## src/rtl/motor_ramp_ctrl.sv

```systemverilog
// motor_ramp_ctrl: two-channel signed duty ramp generator with a small register
// bank, a tick-based watchdog and an emergency-stop latch feeding the PWM stage.
module motor_ramp_ctrl #(
    parameter int TICK_DIV = 1000,
    parameter int DUTY_MAX = 1023
) (
    input  logic        pclk,
    input  logic        nreset,
    input  logic        bus_write_en,
    input  logic        bus_read_en,
    input  logic [7:0]  bus_addr,
    input  logic [31:0] bus_write_data,
    output logic [31:0] bus_read_data,
    input  logic        estop,
    output logic [9:0]  duty_l,
    output logic [9:0]  duty_r,
    output logic        dir_l,
    output logic        dir_r,
    output logic        fabint
);
    localparam int PW = $clog2(TICK_DIV);
    localparam logic [PW-1:0] PRESC_LAST = PW'(TICK_DIV - 1);
    localparam logic signed [10:0] DMAX_POS = 11'(DUTY_MAX);
    localparam logic signed [10:0] DMAX_NEG = 11'(-DUTY_MAX);

    localparam logic [7:0] ADDR_CTRL   = 8'h00;
    localparam logic [7:0] ADDR_TGT_L  = 8'h04;
    localparam logic [7:0] ADDR_TGT_R  = 8'h08;
    localparam logic [7:0] ADDR_STEP   = 8'h0C;
    localparam logic [7:0] ADDR_WDOG   = 8'h10;
    localparam logic [7:0] ADDR_STATUS = 8'h14;
    localparam logic [7:0] ADDR_CUR_L  = 8'h18;
    localparam logic [7:0] ADDR_CUR_R  = 8'h1C;

    typedef enum logic [1:0] {
        ST_RUN     = 2'b00,
        ST_TIMEOUT = 2'b01,
        ST_ESTOP   = 2'b10
    } state_t;

    state_t             state_r;
    logic [2:0]         ctrl_r;
    logic signed [10:0] tgt_l_r;
    logic signed [10:0] tgt_r_r;
    logic signed [10:0] cur_l_r;
    logic signed [10:0] cur_r_r;
    logic [7:0]         step_r;
    logic [15:0]        wdog_reload_r;
    logic [15:0]        wdog_cnt_r;
    logic               timeout_r;
    logic               estop_seen_r;
    logic [PW-1:0]      presc_r;

    logic               tick_s;
    logic               wr_ctrl_s;
    logic               wr_tgt_l_s;
    logic               wr_tgt_r_s;
    logic               wr_step_s;
    logic               wr_wdog_s;
    logic               wr_status_s;
    logic               clr_timeout_s;
    logic               clr_estop_s;
    logic               en_keep_s;
    logic               wdog_reload_s;
    logic               expire_s;
    logic signed [10:0] eff_tgt_l_s;
    logic signed [10:0] eff_tgt_r_s;
    logic signed [10:0] ramp_l_s;
    logic signed [10:0] ramp_r_s;
    logic               unused_wdata_s;

    function automatic logic signed [10:0] sat_tgt(input logic signed [10:0] v);
        logic signed [10:0] r;
        if (v > DMAX_POS) begin
            r = DMAX_POS;
        end else if (v < DMAX_NEG) begin
            r = DMAX_NEG;
        end else begin
            r = v;
        end
        return r;
    endfunction

    // Distance is taken in 12 bits so a full-scale sign reversal cannot overflow.
    function automatic logic signed [10:0] ramp_step(input logic signed [10:0] cur,
                                                     input logic signed [10:0] tgt,
                                                     input logic [7:0]         step);
        logic signed [11:0] diff;
        logic signed [11:0] stp;
        logic signed [11:0] res;
        diff = {tgt[10], tgt} - {cur[10], cur};
        stp  = {4'b0000, step};
        if (diff > stp) begin
            res = {cur[10], cur} + stp;
        end else if (diff < -stp) begin
            res = {cur[10], cur} - stp;
        end else begin
            res = {tgt[10], tgt};
        end
        return res[10:0];
    endfunction

    assign unused_wdata_s = ^bus_write_data[31:16];

    // Write decode, watchdog events and the ramp step for this cycle
    always_comb begin
        tick_s        = (presc_r == PRESC_LAST);
        wr_ctrl_s     = bus_write_en && (bus_addr == ADDR_CTRL);
        wr_tgt_l_s    = bus_write_en && (bus_addr == ADDR_TGT_L);
        wr_tgt_r_s    = bus_write_en && (bus_addr == ADDR_TGT_R);
        wr_step_s     = bus_write_en && (bus_addr == ADDR_STEP);
        wr_wdog_s     = bus_write_en && (bus_addr == ADDR_WDOG);
        wr_status_s   = bus_write_en && (bus_addr == ADDR_STATUS);
        clr_timeout_s = wr_status_s && bus_write_data[0];
        clr_estop_s   = wr_status_s && bus_write_data[1] && !estop;
        en_keep_s     = ctrl_r[0] && !(wr_ctrl_s && !bus_write_data[0]);
        wdog_reload_s = wr_tgt_l_s || wr_tgt_r_s ||
                        (wr_ctrl_s && bus_write_data[1] && !ctrl_r[1]);
        expire_s      = tick_s && (state_r == ST_RUN) && ctrl_r[1] &&
                        (wdog_cnt_r <= 16'd1) && !wdog_reload_s && !estop;
        if (state_r == ST_TIMEOUT) begin
            eff_tgt_l_s = 11'sd0;
            eff_tgt_r_s = 11'sd0;
        end else begin
            eff_tgt_l_s = tgt_l_r;
            eff_tgt_r_s = tgt_r_r;
        end
        ramp_l_s = ramp_step(cur_l_r, eff_tgt_l_s, step_r);
        ramp_r_s = ramp_step(cur_r_r, eff_tgt_r_s, step_r);
    end

    // Duty magnitude, direction and interrupt decoded from registered state
    always_comb begin
        dir_l  = cur_l_r[10];
        dir_r  = cur_r_r[10];
        duty_l = cur_l_r[10] ? 10'(-cur_l_r) : cur_l_r[9:0];
        duty_r = cur_r_r[10] ? 10'(-cur_r_r) : cur_r_r[9:0];
        fabint = ctrl_r[2] && (timeout_r || estop_seen_r);
    end

    // Register read mux
    always_comb begin
        if (bus_read_en) begin
            case (bus_addr)
                ADDR_CTRL:   bus_read_data = {29'd0, ctrl_r};
                ADDR_TGT_L:  bus_read_data = {21'd0, tgt_l_r};
                ADDR_TGT_R:  bus_read_data = {21'd0, tgt_r_r};
                ADDR_STEP:   bus_read_data = {24'd0, step_r};
                ADDR_WDOG:   bus_read_data = {16'd0, wdog_reload_r};
                ADDR_STATUS: bus_read_data = {28'd0, state_r, estop_seen_r, timeout_r};
                ADDR_CUR_L:  bus_read_data = {21'd0, cur_l_r};
                ADDR_CUR_R:  bus_read_data = {21'd0, cur_r_r};
                default:     bus_read_data = 32'd0;
            endcase
        end else begin
            bus_read_data = 32'd0;
        end
    end

    // Registers, prescaler, watchdog, ramp and mode FSM
    always_ff @(posedge pclk) begin
        if (!nreset) begin
            state_r       <= ST_RUN;
            ctrl_r        <= 3'd0;
            tgt_l_r       <= 11'sd0;
            tgt_r_r       <= 11'sd0;
            cur_l_r       <= 11'sd0;
            cur_r_r       <= 11'sd0;
            step_r        <= 8'd0;
            wdog_reload_r <= 16'd0;
            wdog_cnt_r    <= 16'd0;
            timeout_r     <= 1'b0;
            estop_seen_r  <= 1'b0;
            presc_r       <= {PW{1'b0}};
        end else begin
            presc_r <= tick_s ? {PW{1'b0}} : presc_r + PW'(1);
            if (wr_ctrl_s)  ctrl_r        <= bus_write_data[2:0];
            if (wr_tgt_l_s) tgt_l_r       <= sat_tgt(bus_write_data[10:0]);
            if (wr_tgt_r_s) tgt_r_r       <= sat_tgt(bus_write_data[10:0]);
            if (wr_step_s)  step_r        <= bus_write_data[7:0];
            if (wr_wdog_s)  wdog_reload_r <= bus_write_data[15:0];

            if (estop)              estop_seen_r <= 1'b1;
            else if (clr_estop_s)   estop_seen_r <= 1'b0;
            if (expire_s)           timeout_r    <= 1'b1;
            else if (clr_timeout_s) timeout_r    <= 1'b0;

            if (wdog_reload_s) begin
                wdog_cnt_r <= wdog_reload_r;
            end else if (tick_s && state_r == ST_RUN && ctrl_r[1] && !estop &&
                         wdog_cnt_r != 16'd0) begin
                wdog_cnt_r <= wdog_cnt_r - 16'd1;
            end

            if (estop || state_r == ST_ESTOP || !en_keep_s) begin
                cur_l_r <= 11'sd0;
                cur_r_r <= 11'sd0;
            end else if (tick_s) begin
                cur_l_r <= ramp_l_s;
                cur_r_r <= ramp_r_s;
            end

            if (estop) begin
                state_r <= ST_ESTOP;
            end else begin
                case (state_r)
                    ST_RUN: begin
                        if (expire_s) state_r <= ST_TIMEOUT;
                    end
                    ST_TIMEOUT: begin
                        if (!timeout_r || clr_timeout_s) begin
                            state_r    <= ST_RUN;
                            wdog_cnt_r <= wdog_reload_r;
                        end
                    end
                    ST_ESTOP: begin
                        if (!estop_seen_r || clr_estop_s) begin
                            state_r    <= ST_RUN;
                            wdog_cnt_r <= wdog_reload_r;
                        end
                    end
                    default: state_r <= ST_RUN;
                endcase
            end
        end
    end
endmodule

```

## config.mk

```make
export PLATFORM = sky130hd
export DESIGN_NAME = motor_ramp_ctrl
export DESIGN_NICKNAME = d
export VERILOG_FILES = /design/src/rtl/motor_ramp_ctrl.sv
export SDC_FILE = /design/constraint.sdc
export NUM_CORES = 1
export LEC_CHECK = 0
export CORE_MARGIN = 4
export CORE_UTILIZATION = 40
export DETAILED_ROUTE_END_ITERATION = 12
export DONT_BUFFER_PORTS = 1
export GPL_TIMING_DRIVEN = 0
export PLACE_DENSITY_LB_ADDON = 0.08
export SLEW_MARGIN = 10
export SYNTH_ARGS = -nofsm -noshare
export SYNTH_HDL_FRONTEND = slang
export SYNTH_SLANG_ARGS = --single-unit
```

## constraint.sdc

```tcl
create_clock -name pclk -period 12.28 [get_ports pclk]
set_input_delay 2.456 -clock pclk [delete_from_list [all_inputs] [get_ports pclk]]
set_output_delay 2.456 -clock pclk [all_outputs]
set_load 0.01 [all_outputs]
```

## After elaboration in Yosys (flattened, before gate mapping)

Index checks and enable logic that the tools add are counted.
W data, S select, Z words.

| storage, ports and cells | value |
|---|---|
| flip-flop bits (word level) | 101 |
| input bits | 45 |
| output and inout port bits | 55 |

| operators by class | value |
|---|---|
| add/subtract/negate cells | 11 |
| order comparisons | 7 |
| eq/ne operators | 16 |
| mux-type cells | 27 |
| bitwise logic cells | 1 |
| reductions and logical operators | 46 |

Operators with widths:

| kind | count |
|---|---|
| $pmux W16 S8 | 1 |
| $mux W11 | 8 |
| $mux W16 | 5 |
| $eq A8 B5 Y1 const B | 4 |
| $mux W32 | 1 |
| $pmux W16 S2 | 1 |
| $gt A12 B9 Y1 | 2 |
| $lt A12 B12 Y1 | 2 |
| $sub A11 B11 Y12 | 2 |
| $add A11 B9 Y11 | 2 |
| $sub A11 B9 Y11 | 2 |
| $logic_and A1 B1 Y1 | 21 |
| $mux W10 | 2 |
| $neg A10 Y10 | 2 |
| $eq A8 B4 Y1 const B | 2 |
| $le A16 B1 Y1 const B | 1 |
| $reduce_bool A16 Y1 | 1 |
| $sub A16 B1 Y16 const B | 1 |
| $neg A8 Y12 | 1 |
| $gt A11 B11 Y1 const B | 1 |
| $lt A11 B11 Y1 const B | 1 |
| $add A10 B1 Y10 const B | 1 |
| $eq A10 B10 Y1 const B | 1 |
| $eq A8 B3 Y1 const B | 1 |
| 17 further kinds | 42 |

## Logic depth before layout (Yosys ltp)

Gate-level depths: netlist of the first run.

| logic depth | value |
|---|---|
| word-level depth | 11 |
| mapped depth | 23 |
| mapped depth without buffers | 21 |

## Least setup slack after synthesis of the first run

Ideal clock, no wire load.

| timing path | value |
|---|---|
| path type | input -> output |
| start point | input bus_addr[5] |
| end point | output bus_read_data[5] |
| arrival | 4203 ps |
| required time | 9824 ps |
| path slack | 5621 ps |
| stages on the path | 5 |
| cells stage by stage | or4b_2 nor2_1 clkbuf_1 a22oi_1 a31oi_1 |

| between the ends | value |
|---|---|
| longest elaborated chain between the ends | 3 |

Ends and longest elaborated chain:

| element | RTL line | source |
|---|---|---|
| start, declared | 11 | `input logic [7:0] bus_addr,` |
| $eq A8 B5 Y1, or another cell as far along | 144 | `case (bus_addr)` |
| $pmux W16 S8 (*) | 144 |  |
| $mux W32 (*) | 143 | `if (bus_read_en) begin` |
| end, declared | 13 | `output logic [31:0] bus_read_data,` |

Every way passes the cells marked *; elsewhere a longest branch is shown, timed or not.

## Worst setup path after layout of the first run

| timing path | value |
|---|---|
| start point | input bus_addr[5] |
| end point | output bus_read_data[7] |

The elaborated chain is that of the path after synthesis.

==> insert_results.sql, run 1 <==
INSERT INTO impl_metrics (metric_group, metric, value, unit) VALUES
('outcome', 'outcome', 'finished clean', ''),
('timing', 'final.setup.worst_slack', '4.81', 'ns'),
('placed_design', 'hpwlAfterDp', '26600', 'um'),
('clock_tree', 'tritoncts_num_sinks', '101', ''),
('grt', 'grt_start_max_net_pins', '21', ''),
('timing', 'tightestPinTransition', '0.868', 'ns'),
('placed_design', 'place.gp.congestion', '0.949', ''),
('layout', 'post_route_cells_drive_above_1_share', '6.08', '%'),
('floorplanning', 'rows', '56', ''),
('route', 'first_pass_iters', '6', ''),
('power', 'ir_drop', '0.0000550', 'V'),
('logic_synthesis', 'synthesis.instances', '1219', ''),
('clock_tree', 'clkTransAtPathRegs', '0.08', 'ns'),
('setup_path', 'cpPeakStageDelay', '0.74', 'ns'),
('timing', 'totalNegativeSetupSlack', '0', 'ns'),
('setup_path', 'critPathSlowestCell', 'sky130_fd_sc_hd__or4b_2', ''),
('timing', 'final_min_period_over_clock_period', '60.9', '%'),
('timing', 'setup_viol', '0', ''),
('power', 'net_switching_power', '194', 'uW'),
('power', 'static-leakage-power', '4.04', 'nW'),
('floorplanning', 'fp.coreArea', '23500', 'um2'),
('clock_tree', 'tritoncts.num_buffers', '9', ''),
('route', 'ratio_of_routed_vias_to_standard_cells', '5.71', ''),
('logic_synthesis', 'postSynthAreaPerCell', '7.81', 'um2'),
('layout', 'syn_to_final_growth', '8.12', '%'),
('route', 'remaining_drcs', '0', ''),
('grt', 'grt_pass1_vias', '8595', ''),
('route', 'number_of_violations_reported_at_the_end_of_detailed_routing_iteration_0', '823', ''),
('logic_synthesis', 'synth_cell_type_count', '86', ''),
('logic_synthesis', 'synth_largest_area_cell', 'sky130_fd_sc_hd__dfxtp_1', ''),
('power', 'p_int', '495', 'uW'),
('logic_synthesis', 'synth.cell_area', '9520', 'um2'),
('logic_synthesis', 'ys_async_sr_fraction', '0', '%'),
('floorplanning', 'start_util', '40.6', '%'),
('grt', 'number_of_antenna_violations_at_the_first_check_in_global_routing', '0', ''),
('setup_path', 'cp-start-kind', 'primary input', ''),
('clock_tree', 'clk_latency', '0.37', 'ns'),
('route', 'detail-route-antenna-nets', '0', ''),
('setup_path', 'crit_path_cell_trace', 'or4b_2, nor2_1, clkbuf_1, a22oi_1, a31oi_1', ''),
('floorplanning', 'die_width', '162', 'um'),
('timing', 'final-max-slew-violation-count', '0', ''),
('placed_design', 'worst_slack_at_placement', '4.88', 'ns'),
('floorplanning', 'top_level_ports', '100', ''),
('route', 'avgRoutedWirePerCell', '21.2', 'um'),
('power', 'swShare', '28.1', '%'),
('setup_path', 'worst-path-max-fanout', '10', ''),
('clock_tree', 'cts_tree', 'yes', ''),
('clock_tree', 'h-tree-depth', '3', ''),
('timing', 'period_minus_slack', '7.47', 'ns'),
('min_path', 'hp-class', 'reg2reg', ''),
('logic_synthesis', 'synth_edf_count', '0', ''),
('power', 'power.sequential.fraction', '47.9', '%'),
('layout', 'mostFrequentLayoutCells', 'sky130_fd_sc_hd__nand2_1 (127), sky130_fd_sc_hd__ha_1 (105), sky130_fd_sc_hd__dfxtp_1 (101)', ''),
('timing', 'timing.clock.skew', '0.00955', 'ns'),
('placed_design', 'portBuffers', '0', ''),
('grt', 'track_usage', '24.9', '%'),
('setup_path', 'end_kind', 'primary output', ''),
('timing', 'relSlewSlack', '42.1', '%'),
('layout', 'final_common_cell', 'sky130_fd_sc_hd__nand2_1', ''),
('power', 'comb_power_share', '8.5', '%'),
('flow_run', 'max_cap_viol_count', '0', ''),
('logic_synthesis', 'synth_warnings', '0', ''),
('grt', 'wire_length_of_the_first_global_routing_pass', '51100', 'um'),
('clock_tree', 'post-cts-setup-buffer-count', '0', ''),
('route', 'routed_wl', '33300', 'um'),
('clock_tree', 'number_of_buffers_inserted_for_hold_repair_after_clock_tree_synthesis', '0', ''),
('clock_tree', 'post_cts_resized', '0', ''),
('power', 'power.share.clock', '43.6', '%'),
('timing', 'hold_viol', '0', ''),
('logic_synthesis', 'synth.top_cells.by_area', 'sky130_fd_sc_hd__dfxtp_1 (21%), sky130_fd_sc_hd__ha_1 (14%), sky130_fd_sc_hd__nand2_1 (5.0%)', ''),
('logic_synthesis', 'synth-seq-area-share', '21.2', '%');
## power by group through the flow
| stage | Sequential (mW) | Clock, mW | Combinational [mW] |
|---|---|---|---|
| 2_1_floorplan | 0.337 | 0 | 0.0436 |
| 3_3_place_gp | 0.338 | 0 | 0.0575 |
| 3_5_place_dp | 0.338 | 0 | 0.0574 |
| 4_1_cts | 0.330 | 0.306 | 0.0577 |
| 5_1_grt | 0.331 | 0.319 | 0.0640 |
| 6_report | 0.330 | 0.301 | 0.0583 |
## final timing paths
check,start,to,slack (ns),depth (start not counted)
hold reg to reg,presc_r[0],presc_r[0],0.48,1
setup reg to reg,state_r[1],cur_l_r[6],6.10,19
hold / removal,presc_r[0],presc_r[0],0.48,1
setup / recovery,bus_addr[5],bus_read_data[7],4.81,5
## layer usage
| metal | vias to the layer above | share of wire [%] | global-route usage, % | wire (um) |
|---|---|---|---|---|
| met5 | - | 0 | 0 | 0 |
| li1 | 4397 | - | - | - |
| met2 | 281 | 47 | 41.8 | 15600 |
| met4 | 0 | 2.8 | 7.88 | 929 |
| met1 | 4252 | 45 | 33.1 | 14900 |
| met3 | 37 | 5.5 | 3.43 | 1840 |
## registers in the layout, indices dropped and copies added, names as in the netlist
signal,flops
tgt_r_r,11
cur_r_r,11
wdog_cnt_r,16
step_r,8
tgt_l_r,11
ctrl_r,3
estop_seen_r,1
timeout_r,1
state_r,2
wdog_reload_r,16
presc_r,10
cur_l_r,11
## synthesized netlist by cell type, drive strengths merged (9+ instances only)
master / count
a21boi: 34
a21o: 9
a21oi: 61
a22oi: 28
a31oi: 28
and2: 26
and3: 15
buf: 25
clkbuf: 46
dfxtp: 101
ha: 105
inv: 79
mux2i: 17
nand2: 129
nand2b: 19
nand3: 29
nand4: 13
nor2: 85
nor2b: 56
nor3: 22
o2111ai: 12
o21a: 10
o21ai: 45
o21bai: 9
o22ai: 19
o31ai: 13
xnor2: 48
xor2: 21
## cell families after synthesis
| kind of cell | Yosys count | synth area share (%) |
|---|---|---|
| AO/OA/AOI/OAI | 333 | 24.8 |
| XOR/XNOR | 69 | 6.35 |
| adder cells (fa/ha/maj) | 111 | 15.1 |
| buffers and inverters | 150 | 6.96 |
| flip-flops | 101 | 21.2 |
| multiplexers | 22 | 2.42 |
| other | 1 | 0.0394 |
| AND/OR/NAND/NOR | 432 | 23.1 |
## area by class of cell
| cell class | count | area, um2 |
|---|---|---|
| clock inverters | 7 | 80.1 |
| well taps | 319 | 399 |
| multi-input cells | 983 | 6900 |
| plain buffers | 71 | 367 |
| repair buffers | 1 | 7.51 |
| flip-flops and latches | 101 | 2020 |
| fillers | 2444 | 13200 |
| inverters | 79 | 297 |
| clock buffers | 9 | 225 |
## worst max-delay path: cells and delay by family
kind	cells	cell delay (ns)
AND/OR/NAND/NOR	2	1.45
buffers and inverters	1	0.43
AO/OA/AOI/OAI	2	0.68
## stage by stage
| stage | cell area (um2) | total power [mW] | hold slack, ns | instances |
|---|---|---|---|---|
| final | 10300 | 0.689 | 0.476 | 1570 |
| after global routing | 10300 | 0.714 | 0.509 | 1570 |
| after CTS | 10300 | 0.694 | 0.484 | 1570 |
| after detailed placement | 9990 | 0.396 | 0.469 | 1554 |
| after global placement | 9980 | 0.396 | 0.447 | 1553 |
| after floorplan | 9580 | 0.381 | 0.430 | 1234 |
Note: power is estimated with default switching activity, not from simulation.
==> inputs of run 2 (changes only) <==
==> constraint.sdc (replaced) <==
create_clock -name pclk -period 6.9 [get_ports pclk]
set_input_delay 1.38 -clock pclk [delete_from_list [all_inputs] [get_ports pclk]]
set_output_delay 1.38 -clock pclk [all_outputs]
set_load 0.01 [all_outputs]
==> results of run 2 <==
The final DEF is identical to that of run 1. Status: finished clean.
Main changes from that run: setup slack after placement 4.88 ns -> 0.909 ns; setup slack after layout 4.81 ns -> 0.723 ns; start point of the critical path bus_addr[5] -> state_r[1]; end point of the critical path bus_read_data[7] -> cur_l_r[6]; register-to-register setup slack 6.10 ns -> 0.72 ns; total power 0.689 mW -> 1.23 mW; worst IR drop on VDD 0.0000550 V -> 0.0000980 V
